===== config.mk =====
export PLATFORM = sky130hd
export DESIGN_NAME = uart_tx_fifo_drain
export DESIGN_NICKNAME = d
export VERILOG_FILES = /design/src/rtl/uart_tx_fifo_drain_pkg.sv /design/src/rtl/uart_tx_fifo_drain_baud_counter.sv /design/src/rtl/uart_tx_fifo_drain.sv
export SDC_FILE = /design/constraint.sdc
export NUM_CORES = 1
export LEC_CHECK = 0
export ABC_AREA = 1
export CAP_MARGIN = 10
export CORE_MARGIN = 3
export CORE_UTILIZATION = 50
export DETAILED_ROUTE_END_ITERATION = 16
export PLACE_DENSITY = 0.71
export SLEW_MARGIN = 25
export SYNTH_ARGS = -nofsm -noshare
export SYNTH_HDL_FRONTEND = slang
export SYNTH_HIERARCHICAL = 1
export SYNTH_SLANG_ARGS = --single-unit

===== constraint.sdc =====
create_clock -name i_clk -period 5 [get_ports i_clk]
set_input_delay 1 -clock i_clk [delete_from_list [all_inputs] [get_ports i_clk]]
set_output_delay 1 -clock i_clk [all_outputs]
set_load 0.005 [all_outputs]

===== src/rtl/uart_tx_fifo_drain_pkg.sv =====
// Shared types and helpers for the FIFO-draining UART transmitter.
package uart_tx_fifo_drain_pkg;

    typedef enum logic [2:0] {
        ST_IDLE,
        ST_REQ,
        ST_WAIT_DATA,
        ST_START,
        ST_DATA,
        ST_PARITY,
        ST_STOP
    } tx_state_t;

    localparam int DEFAULT_CLKS_PER_BIT = 868;
    localparam int PARITY_MAX_BITS      = 32;

    // Callers zero-extend narrower payloads; extra zeros do not change the XOR.
    function automatic logic parity_bit(input logic [PARITY_MAX_BITS-1:0] data, input logic odd);
        return (^data) ^ odd;
    endfunction

endpackage


===== src/rtl/uart_tx_fifo_drain_baud_counter.sv =====
// Bit-period counter: counts 0..CLKS_PER_BIT-1, wraps, and flags the last cycle of each bit.
module uart_tx_fifo_drain_baud_counter
    import uart_tx_fifo_drain_pkg::*;
#(
    parameter int CLKS_PER_BIT = DEFAULT_CLKS_PER_BIT,
    localparam int CW = (CLKS_PER_BIT > 1) ? $clog2(CLKS_PER_BIT) : 1
) (
    input  logic          i_clk,
    input  logic          i_reset,
    input  logic          i_clear,
    output logic [CW-1:0] o_count,
    output logic          o_bit_end
);

    localparam logic [CW-1:0] LAST = CW'(CLKS_PER_BIT - 1);

    logic [CW-1:0] r_count;

    always_ff @(posedge i_clk) begin
        if (i_reset || i_clear) begin
            r_count <= '0;
        end else if (r_count == LAST) begin
            r_count <= '0;
        end else begin
            r_count <= r_count + 1'b1;
        end
    end

    assign o_count   = r_count;
    assign o_bit_end = (r_count == LAST);

endmodule


===== src/rtl/uart_tx_fifo_drain.sv =====
// UART transmitter pulling one word per frame from the TX FIFO dequeue side and driving the pad.
// state      | meaning
// IDLE       | line high, waiting for a non-empty FIFO
// REQ        | one-cycle dequeue request
// WAIT_DATA  | waiting up to 2 cycles for the FIFO read strobe
// START      | start bit (low)
// DATA       | payload bits, LSB first
// PARITY     | optional parity bit
// STOP       | STOP_BITS stop bits (high); tx_done in the final cycle
module uart_tx_fifo_drain
    import uart_tx_fifo_drain_pkg::*;
#(
    parameter int CLKS_PER_BIT = DEFAULT_CLKS_PER_BIT,
    parameter int DATA_BITS    = 8,
    parameter int PARITY_EN    = 0,
    parameter int PARITY_ODD   = 0,
    parameter int STOP_BITS    = 1
) (
    input  logic                 i_clk,
    input  logic                 i_reset,
    input  logic [DATA_BITS-1:0] i_fifo_dequeue,
    input  logic                 i_fifo_dequeue_valid,
    input  logic                 i_fifo_is_empty,
    output logic                 o_fifo_req_dequeue,
    output logic                 o_tx,
    output logic                 o_busy,
    output logic                 o_tx_done
);

    localparam int CW = (CLKS_PER_BIT > 1) ? $clog2(CLKS_PER_BIT) : 1;
    localparam int BW = $clog2(DATA_BITS + STOP_BITS);

    localparam logic [BW-1:0] LAST_DATA = BW'(DATA_BITS - 1);
    localparam logic [BW-1:0] LAST_STOP = BW'(STOP_BITS - 1);
    localparam logic [CW-1:0] WAIT_LAST = CW'(1);

    tx_state_t            r_state, w_state_next;
    logic [DATA_BITS-1:0] r_shift, w_shift_next;
    logic [BW-1:0]        r_bit_cnt, w_bit_cnt_next;
    logic                 r_parity, w_parity_next;
    logic                 r_tx, w_tx_next;
    logic                 w_tx_done;
    logic                 w_baud_clear;
    logic                 w_bit_end;
    logic [CW-1:0]        w_baud_count;

    uart_tx_fifo_drain_baud_counter #(
        .CLKS_PER_BIT (CLKS_PER_BIT)
    ) u_baud (
        .i_clk     (i_clk),
        .i_reset   (i_reset),
        .i_clear   (w_baud_clear),
        .o_count   (w_baud_count),
        .o_bit_end (w_bit_end)
    );

    always_ff @(posedge i_clk) begin
        if (i_reset) begin
            r_state   <= ST_IDLE;
            r_shift   <= '0;
            r_bit_cnt <= '0;
            r_parity  <= 1'b0;
            r_tx      <= 1'b1;
        end else begin
            r_state   <= w_state_next;
            r_shift   <= w_shift_next;
            r_bit_cnt <= w_bit_cnt_next;
            r_parity  <= w_parity_next;
            r_tx      <= w_tx_next;
        end
    end

    // The tx register is loaded with the value of the state being entered, so it toggles only on boundaries.
    always_comb begin
        w_state_next   = r_state;
        w_shift_next   = r_shift;
        w_bit_cnt_next = r_bit_cnt;
        w_parity_next  = r_parity;
        w_tx_next      = r_tx;
        w_tx_done      = 1'b0;

        case (r_state)
            ST_IDLE: begin
                w_tx_next = 1'b1;
                if (!i_fifo_is_empty) begin
                    w_state_next = ST_REQ;
                end
            end
            ST_REQ: begin
                w_state_next = ST_WAIT_DATA;
            end
            ST_WAIT_DATA: begin
                if (i_fifo_dequeue_valid) begin
                    w_shift_next  = i_fifo_dequeue;
                    w_parity_next = parity_bit(PARITY_MAX_BITS'(i_fifo_dequeue), PARITY_ODD != 0);
                    w_tx_next     = 1'b0;
                    w_state_next  = ST_START;
                end else if (w_baud_count == WAIT_LAST) begin
                    w_state_next = ST_IDLE;
                end
            end
            ST_START: begin
                if (w_bit_end) begin
                    w_tx_next    = r_shift[0];
                    w_state_next = ST_DATA;
                end
            end
            ST_DATA: begin
                if (w_bit_end) begin
                    w_shift_next = r_shift >> 1;
                    if (r_bit_cnt == LAST_DATA) begin
                        if (PARITY_EN != 0) begin
                            w_tx_next    = r_parity;
                            w_state_next = ST_PARITY;
                        end else begin
                            w_tx_next    = 1'b1;
                            w_state_next = ST_STOP;
                        end
                    end else begin
                        w_bit_cnt_next = r_bit_cnt + 1'b1;
                        w_tx_next      = w_shift_next[0];
                    end
                end
            end
            ST_PARITY: begin
                if (w_bit_end) begin
                    w_tx_next    = 1'b1;
                    w_state_next = ST_STOP;
                end
            end
            ST_STOP: begin
                if (w_bit_end) begin
                    if (r_bit_cnt == LAST_STOP) begin
                        w_tx_done    = 1'b1;
                        w_state_next = ST_IDLE;
                    end else begin
                        w_bit_cnt_next = r_bit_cnt + 1'b1;
                    end
                end
            end
            default: begin
                w_tx_next    = 1'b1;
                w_state_next = ST_IDLE;
            end
        endcase

        if (w_state_next != r_state) begin
            w_bit_cnt_next = '0;
        end
    end

    assign w_baud_clear       = (w_state_next != r_state);
    assign o_fifo_req_dequeue = (r_state == ST_REQ);
    assign o_busy             = (r_state != ST_IDLE);
    assign o_tx               = r_tx;
    // A reset landing on the last stop cycle aborts the frame, so suppress the pulse.
    assign o_tx_done          = w_tx_done && !i_reset;

endmodule

=== Yosys cells after proc, flatten, opt, wreduce, memory -nomap -nowiden ===
Index checks and enable logic that the tools add are counted.

* Register bits: 26
* Input port bits: 12
* Output and inout bits: 4
* Word-level logic and storage cells: 66

* $add $sub $neg: 2
* Equality and inequality tests: 17
* Multiplexer cells: 27
* Bitwise gates (word level): 1
* Reduce and logical (&&, ||, !) cells: 14

{| class="wikitable"
|+ Operators with widths
! cell !! count
|-
| two-way mux 3 bit || 9
|-
| case mux 3 bit (7 select lines) || 1
|-
| two-way mux 4 bit || 4
|-
| two-way mux 8 bit || 2
|-
| case mux 8 bit (2 select lines) || 1
|-
| adder 10 x 1 -> 10 bit (second input constant) || 1
|-
| == test 10 x 1 -> 1 bit (second input constant) || 1
|-
| == test 10 bit (second input constant) || 1
|-
| AND reduction 5 bit || 2
|-
| == test 3 bit (second input constant) || 3
|-
| two-way mux 1 bit || 8
|-
| inequality test 2 x 1 -> 1 bit (second input constant) || 4
|-
| case mux 4 bit (2 select lines) || 1
|-
| == test 3 x 2 -> 1 bit (second input constant) || 2
|-
| inequality test 2 bit (second input constant) || 3
|-
| OR reduction 2 bit || 3
|-
| case mux 1 bit (5 select lines) || 1
|-
| adder 4 x 1 -> 4 bit (second input constant) || 1
|-
| == test 4 x 3 -> 1 bit (second input constant) || 1
|-
| logical NOT 4 bit || 1
|-
| nonzero test 2 bit || 2
|-
| == test 3 x 1 -> 1 bit (second input constant) || 1
|-
| logical NOT 3 bit || 1
|-
| inequality test 3 bit || 1
|-
| 6 further kinds || 6
|}

=== Depth between registers and ports, before layout ===
Gate-level depths: netlist of the first run.

* Depth in word-level cells: 7
* Gate-level depth with buffers: 16
* Mapped depth without buffers: 15

=== Cells and area by module ===
The synthesis of the first run kept the hierarchy.

{| class="wikitable"
|+ Modules (own cells, without submodules)
! module !! instances !! cells each !! area an instance (µm²) !! seq. area each (µm²)
|-
| uart_tx_fifo_drain || 1 || 151 || 1004.7 || 320.3
|-
| uart_tx_fifo_drain_baud_counter || 1 || 63 || 488.0 || 200.2
|}

=== Worst setup path before layout of the first run ===
No wires, ideal clock.

* Path kind: register -> output
* Start point: reg u_baud.r_count[0] (netlist: u_baud/o_count[0])
* End point: out o_tx_done
* Arrival time: 1318 ps
* Required time: 4000 ps
* Setup slack: 2682 ps
* Stages on the path, launching flop included: 9
* Buffers on the path: 1
* Cell sequence: dfxtp_1 -> ha_1 -> nand2_1 -> nor2_1 -> nand3_2 -> inv_1 -> clkbuf_2 -> nand2_1 -> nor4_1

* Word-level cells in the longest chain between the ends: 4

{| class="wikitable"
|+ Ends and longest elaborated chain
! element !! line !! source
|-
| start, declared || uart_tx_fifo_drain_baud_counter.sv:17 || <nowiki>logic [CW-1:0] r_count;</nowiki>
|-
| start signal, assigned || uart_tx_fifo_drain_baud_counter.sv:25 || <nowiki>r_count <= r_count + 1'b1;</nowiki>
|-
| == test 10 bit || uart_tx_fifo_drain_baud_counter.sv:30 || <nowiki>assign o_bit_end = (r_count == LAST);</nowiki>
|-
| net w_bit_end || uart_tx_fifo_drain.sv:44 || <nowiki>logic w_bit_end;</nowiki>
|-
| two-way mux 1 bit || uart_tx_fifo_drain.sv:132 || <nowiki>if (w_bit_end) begin</nowiki>
|-
| two-way mux 1 bit || uart_tx_fifo_drain.sv:82 || <nowiki>case (r_state)</nowiki>
|-
| logical AND 1 bit || uart_tx_fifo_drain.sv:157 || <nowiki>assign o_tx_done = w_tx_done && !i_reset;</nowiki>
|-
| end, declared || uart_tx_fifo_drain.sv:27 || <nowiki>output logic o_tx_done</nowiki>
|}

The timed path passes the listed nets, and every way through them passes these cells.

=== Worst setup path in the final report of the first run ===
* Start point: in i_reset
* End point: out o_tx_done

* Word-level cells in the longest chain between the ends: 2

{| class="wikitable"
|+ Ends and longest elaborated chain
! element !! line !! source
|-
| start, declared || uart_tx_fifo_drain.sv:20 || <nowiki>input logic i_reset,</nowiki>
|-
| logical NOT 1 bit || uart_tx_fifo_drain.sv:157 ||
|-
| logical AND 1 bit || uart_tx_fifo_drain.sv:157 ||
|}

No other way between the ends.

==> impl.org, run 1 <==
** Outcome
- Result of the run :: completed

** Yosys
- Summing every instance area after synthesis gives 1490 sq um.
- Unique cell type count in the Yosys netlist :: 32
- Counting flops with an async set or reset pin after synthesis yields a share of 0.
- Post-Synthesis Cells :: 214
- The number of nets handed over by synthesis was 229.
- Number of synthesized flops with an enable pin :: 0
- Of the synthesized area, sequential elements account for 0.349.
- Dividing the synthesized area by the synthesized cell count gives 6.98 sq um.
- The most used flip-flop cell after synthesis is dfxtp_1.
- Register bit total from synthesis :: 26
- Synth warn :: 6

** Critical path
- The worst setup path is captured at an output port.
- The largest individual stage delay along the critical path comes from the cell clkdlybuf4s50_1.
- For the worst setup path, the data arrival time is 2.48 ns.
- CP delay by family, top :: buffers and inverters
- Worst reg2reg path depth :: 15
- For the worst setup path, the data required time is 4.00 ns.
- Crit-path most repeated cell :: clkdlybuf4s50_1
- Reg-to-reg critical path endpoint :: u_baud/o_count[2]$_SDFF_PP0_
- Of all nets on the critical path, the largest fanout is 8.
- The worst setup path is launched from an input pin.
- Setup slack, reg-to-reg :: 2.84 ns
- Crit path buf inv count :: 2
- The setup path with the least slack is of type in -> out.
- The worst register-to-register path begins at u_baud/o_count[0]$_SDFF_PP0_.
- The critical path goes through clkdlybuf4s50_1 > nor4_1 > clkdlybuf4s50_1.
- In this design, the stage delay of the slowest critical-path cell is 0.57 ns.
- The critical path crosses 3 cells after its start point.

** STA
- Worst rel slew slack :: 0.782
- The final hold violation count is 0.
- Across the routed clock network, the largest skew measured is 0.00799 ns.
- Counting I/O delays and the setup requirement, the final critical path takes 3.48 ns.
- Timing would allow up to 288 MHz.
- Setup violations remaining at the end of the flow were counted as 0.
- Sum Neg Setup Slack :: 0 ns
- Setup repair after global routing left no endpoint under its margin.
- Final worst-path cycle share :: 0.695
- Max-slew violation count :: 0
- The tightest hold path in the finished design has a slack of 0.478 ns.
- Worst Max-Slew Pin Slew :: 0.326 ns

** GRT
- Wire length of the first global-routing pass :: 4970 um
- Entering global routing, the biggest net connects 16 pins.
- Total congestion overflow after global routing :: 0
- GRT Util Overall :: 0.174
- Initial antenna violation count :: 0
- Number of global-route vias before repair :: 1220

** Clock network
- Clock-pin slew was measured on the worst setup and hold paths at 0.14 ns.
- Longest Clk Path Bufs :: 2
- Number of clock buffers inserted by TritonCTS :: 3
- The tree is rooted in a clkbuf_4.
- The number of setup buffers added after CTS is 0.
- The clock reaches the later pin of the worst-skew pair after 0.33 ns.
- Number of buffers inserted for hold repair after clock tree synthesis :: 0
- Clock tree from TritonCTS :: built
- CTS saw 26 sinks.
- Clock H-tree levels :: 1
- # resized after CTS :: 0

** Floorplanning
- The region available for standard cell placement spans 2810 sq um.
- Pin placement for this block handled 16 I/O pins.
- The initialized floorplan defines 19 standard-cell rows.
- Die boundary width :: 60.6 um
- The initial utilization of the core area, before any placement, comes to 0.532.
- Die outline area :: 3680 sq um
- In this run the vertical extent of the chip is 60.6 um.

** Route
- Dividing the detail-routed wire length by the instance count gives 11.2 um.
- Routed wire length :: 2930 um
- The routed layout has 1392 vias.
- The first TritonRoute pass finished after 4 iterations.
- Vias per std cell :: 5.33
- Count of nets left with antenna violations after detail routing :: 0
- 1st-iter DRT viols :: 64
- After detailed routing, the number of remaining DRC violations is 0.

** Pwr
- Power density over the cells :: 253 nW/um^2
- The worst-case IR drop observed on VDD is 0.187 mV.
- For this design the static power due to leakage is 0.675 nW.

** Cells and area
- Fillers :: 277
- Most frequent standard cell in the layout excluding fill and tap cells :: nand2_1
- Seq. cell area :: 520 sq um
- Area taken by multi-input logic gates :: 835 sq um
- In the final layout, the share of cells above drive strength 1 is 0.139.
- Most frequent cells in the layout :: 48 x nand2_1, 28 x nor2_1, 26 x dfxtp_1, 25 x inv_1, 15 x clkdlybuf4s50_1
- Area growth, synth to finish :: 13.7%
- The net count of the finished layout is 246.
- Antenna cells :: 0

** Run
- Across the run, the number of max-cap violations was 0.

** Min path
- The worst hold path belongs to the class reg -> reg.
- Number of cells on the worst hold path :: 1
- For hold timing, the worst endpoint is u_baud/o_count[0]$_SDFF_PP0_.
- The worst hold path begins at u_baud/o_count[0]$_SDFF_PP0_.

** Placement
- Gp weighted congestion :: 0.882
- Detailed placer's ending HPWL :: 2210 um
- Buffers placed on the I/O ports in this run total 15.
==> area by class of cell <==
class                   instances  area share
inverters                      31      0.0686
well taps                      31      0.0229
clock buffers                   4      0.0214
multi-input cells             154       0.492
repair buffers                 15      0.0885
flip-flops and latches         26       0.307
==> worst register-to-register path: cells and delay by family (launching register included) <==
kind / cells / cell delay, ns
compound gates: 1 / 0.14
buf+inv: 1 / 0.21
simple gates: 12 / 1.14
fa+ha+maj: 1 / 0.22
flops: 1 / 0.40
==> sequential cells by signal, summed over array words and instances (netlist names) <==
name	count
o_tx	1
r_shift	8
r_state	3
r_bit_cnt	4
u_baud/o_count	10
==> synth_stat cells (4+ instances only) <==
library cell,count,area [sq um]
a21oi_1,6,30.0
a31oi_1,8,50.1
dfxtp_1,26,521
inv_1,25,93.8
inv_2,5,18.8
nand2_1,48,180
nand3_1,13,65.1
nand3_2,6,60.1
nor2_1,28,105
nor2_2,5,31.3
o21ai_0,6,30.0
xor2_1,4,35.0
==> stage by stage <==
step                      std cells   util  total power, mW  setup slack [ns]  instance area (sq um)
after floorplan                 214      -            0.296              2.68                   1490
after global placement          257  0.592            0.323              1.60                   1660
after detailed placement        257  0.592            0.325              1.55                   1660
after CTS                       261  0.605            0.434              1.54                   1700
after global routing            261  0.605            0.455              1.44                   1700
final                           261  0.605            0.430              1.52                   1700
==> per-layer routing <==
layer	up-vias	track usage	wire, um
li1	725	-	-
met1	626	0.241	1480
met2	35	0.281	1260
met3	6	0.0191	143
met4	0	0.0619	43
met5	-	0	0
==> kinds of logic after synthesis <==
logic type | after synthesis | synth area share
simple gates | 115 | 0.374
xor+xnor | 7 | 0.0411
flops | 26 | 0.349
fa+ha+maj | 3 | 0.0251
buf+inv | 34 | 0.0922
compound gates | 29 | 0.119
==> where the power goes <==
group          leakage [nW]  internal (mW)  switching, mW
sequential            0.211          0.221         0.0120
clock                0.0210         0.0446         0.0636
combinational         0.443         0.0385         0.0494
total                 0.675          0.305          0.125
==> worst max path at each step <==
| stage | from | end | slack, ns |
|---|---|---|---|
| floorplan | u_baud/o_count[0]$_SDFF_PP0_ | o_tx_done | 2.68 |
| global placement | i_reset | o_tx_done | 1.60 |
| detailed placement | i_reset | o_tx_done | 1.55 |
| CTS | i_reset | o_tx_done | 1.54 |
| global route | u_baud/o_count[0]$_SDFF_PP0_ | o_tx_done | 1.44 |
| finish | i_reset | o_tx_done | 1.52 |
Power figures use the tool's default switching activity.
==> run 2, diff against run 1 <==
PLACE_DENSITY = 0.74   (was 0.71)
clock period = 3.18 ns   (was 5 ns; I/O delays follow)
==> impl.org, run 2 (synthesis results as in run 1) <==
** STA
- Max-slew violation count :: 0 (unchanged)
- The post-route worst hold slack is 0.482 ns (+0.00461 ns).
- The setup TNS was 0 ns (unchanged).
- Final critical path time including I/O delays and setup :: 2.89 ns
- Derived from the worst setup path, the maximum achievable clock frequency is 346 MHz.
- Worst Max-Slew Pin Slew :: 0.310 ns (-0.0159 ns)
- The max-slew headroom at the worst pin came to 0.793 (+0.0110).
- Of the available clock period, the critical path in the final layout requires 0.910.
- The total setup violations reported at the end of the flow came to 0 (unchanged).
- Setup repair after global routing left no endpoint under its margin.
- Count of final hold-check violations :: 0 (unchanged)
- Final worst-path setup slack :: 0.286 ns (-1.24 ns)
- Largest clock skew in the final design :: 0.00593 ns (-0.00205 ns)

** Critical path
- Arrival time worst endpoint :: 2.26 ns (-0.22 ns)
- The worst setup path is captured at an output port.
- Startpoint-to-endpoint class of the critical path :: reg -> out
- The required time at the endpoint of the critical path came to 2.54 ns (-1.46 ns).
- Type of element launching the critical path :: flop
- Worst Path Max Fanout :: 8 (unchanged)
- Setup slack, reg-to-reg :: 1.04 ns (-1.80 ns)

** GRT
- Number of global-route vias before repair :: 1166 (-4.4%)
- The total track usage is 0.169 (-0.00524).
- Met1 Track Usage GR :: 0.235 (-0.00649)
- Top Usage Layer GRT :: met2
- The leftover overflow at the end of global routing is 0 (unchanged).
- The largest net degree at the start of global routing came to 16 (unchanged).
- Wire length of the first global-routing pass :: 4860 um (-2.4%)
- The global routing met2 resource utilization was 0.267 (-0.0137).
- Initial antenna violation count :: 0 (unchanged)
- The global routing met3 resource utilization came to 0.0234 (+0.00426).

** Floorplanning
- The area of the core came to 2810 sq um (unchanged).
- The row count is 19 (unchanged).
- Io pins :: 16 (unchanged)
- Initial core utilization :: 0.532 (unchanged)
- Floorplan die height :: 60.6 um (unchanged)
- Die boundary width :: 60.6 um (unchanged)
- Die outline area :: 3680 sq um (unchanged)

** Cells and area
- Area taken by multi-input logic gates :: 835 sq um (unchanged)
- The non-filler instance count after layout is 262 (+0.38%).
- Count of nets after finishing :: 247 (+0.41%)
- Most frequent standard cell in the layout excluding fill and tap cells :: nand2_1
- Seq. cell area :: 520 sq um (unchanged)
- The fraction of layout cells with a size suffix above 1 is 0.143 (+0.00373).
- The total non-filler cell area in the finished layout is 1720 sq um (+1.4%).
- Most frequent cells in the layout :: 48 x nand2_1, 28 x nor2_1, 26 x dfxtp_1, 25 x inv_1, 15 x clkdlybuf4s50_1
- The share of the core filled with cells in the final layout came to 0.613 (+0.00847).
- Fillers :: 276 (-0.36%)
- The antenna diode instance count came to 0 (unchanged).
- Area growth, synth to finish :: 15.3%
- The number of flip-flops in the largest register came to 10 (unchanged).

** Placement
- The final weighted congestion of routability-driven global placement is 0.967 (+9.6%).
- The half-perimeter wire length after placement was 2120 um (-4.0%).
- Area after DPL :: 1670 sq um (+0.45%)
- The worst slack at placement was 0.640 ns (-0.906 ns).
- The instance count after placement with tap cells included is 258 (+0.39%).
- I/O Buffers :: 15 (unchanged)

** Run
- The reported max-cap violation count is 0 (unchanged).

** Route
- The number of optimization iterations in the first detailed-route pass was 4 (unchanged).
- 1st-iter DRT viols :: 51 (-20%)
- The final wirelength came to 2860 um (-2.4%).
- Count of nets left with antenna violations after detail routing :: 0 (unchanged)
- Per-cell routed wire length :: 10.9 um (-2.8%)
- DR vias :: 1332 (-4.3%)
- The remaining routing DRC violations was 0 (unchanged).
- The via density per instance came to 5.08 (-4.7%).

** Clock network
- Clock tree from TritonCTS :: built
- The maximum level of the CTS H-tree was 1 (unchanged).
- CTS placed an instance of clkbuf_4 at the clock tree root.
- # clock sinks :: 26 (unchanged)
- Post-CTS setup buffer count :: 0 (unchanged)
- Longest Clk Path Bufs :: 2 (unchanged)
- The clock insertion delay at the later pin of the skew report is 0.32 ns (about the same).
- The clock edge transition at the registers on the reported setup and hold paths came to 0.14 ns (about the same).
- # resized after CTS :: 0 (unchanged)
- Number of buffers inserted for hold repair after clock tree synthesis :: 0 (unchanged)
- Number of clock buffers inserted by TritonCTS :: 3 (unchanged)

** Pwr
- The power density over the cells was 424 nW/um^2 (+68%).
- Total power after layout :: 730 uW (+70%)
- The leakage dissipation is 0.687 nW (+1.7%).
- The peak ir drop on the vdd network is 0.273 mV (+46%).

** Min path
- Path class of the lowest-slack min-delay path :: reg -> reg

** Outcome
- Result of the run :: completed
run 2: changes by cell type in the layout (fill, tap and decap cells not counted):
cell,previous run,this run
buf_4,0,1
clkbuf_8,1,0
bufinv_16,0,1
run 2: worst max-delay path, stage by stage, from the launching register on:
cell	delay, ns
dfxtp_1	0.40
ha_1	0.22
nand2_1	0.08
nor2_1	0.11
nand3_2	0.10
inv_1	0.21
nand2_1	0.11
nor4_1	0.17
clkdlybuf4s50_1	0.54
run 2: cell type report:
cell class	count	area share
Sequential cell	26	0.303
Clock inverter	1	0.0175
Tap cell	31	0.0225
Inverter	31	0.0676
Clock buffer	3	0.0131
Multi-Input combinational cell	154	0.485
Timing Repair Buffer	16	0.0916
run 2: final timing paths:
kind,startpoint,end,depth (start not counted)
setup / recovery,u_baud/o_count[0]$_SDFF_PP0_,o_tx_done,8
hold / removal,u_baud/o_count[0]$_SDFF_PP0_,u_baud/o_count[0]$_SDFF_PP0_,1
setup reg to reg,u_baud/o_count[0]$_SDFF_PP0_,u_baud/o_count[2]$_SDFF_PP0_,15
hold reg to reg,u_baud/o_count[0]$_SDFF_PP0_,u_baud/o_count[0]$_SDFF_PP0_,1
run 2: power by group:
| group | internal, mW | total [mW] | switching, mW |
|---|---|---|---|
| clock | 0.127 | 0.225 | 0.0973 |
| sequential | 0.348 | 0.367 | 0.0189 |
| combinational | 0.0612 | 0.138 | 0.0768 |
| total | 0.537 | 0.730 | 0.193 |
run 2: routing by layer:
metal,vias to the layer above,part of all wire,wire (um)
met3,2,0.024,70
met1,590,0.54,1530
li1,725,-,-
met2,15,0.43,1240
met5,-,0,0
met4,0,0.0073,21
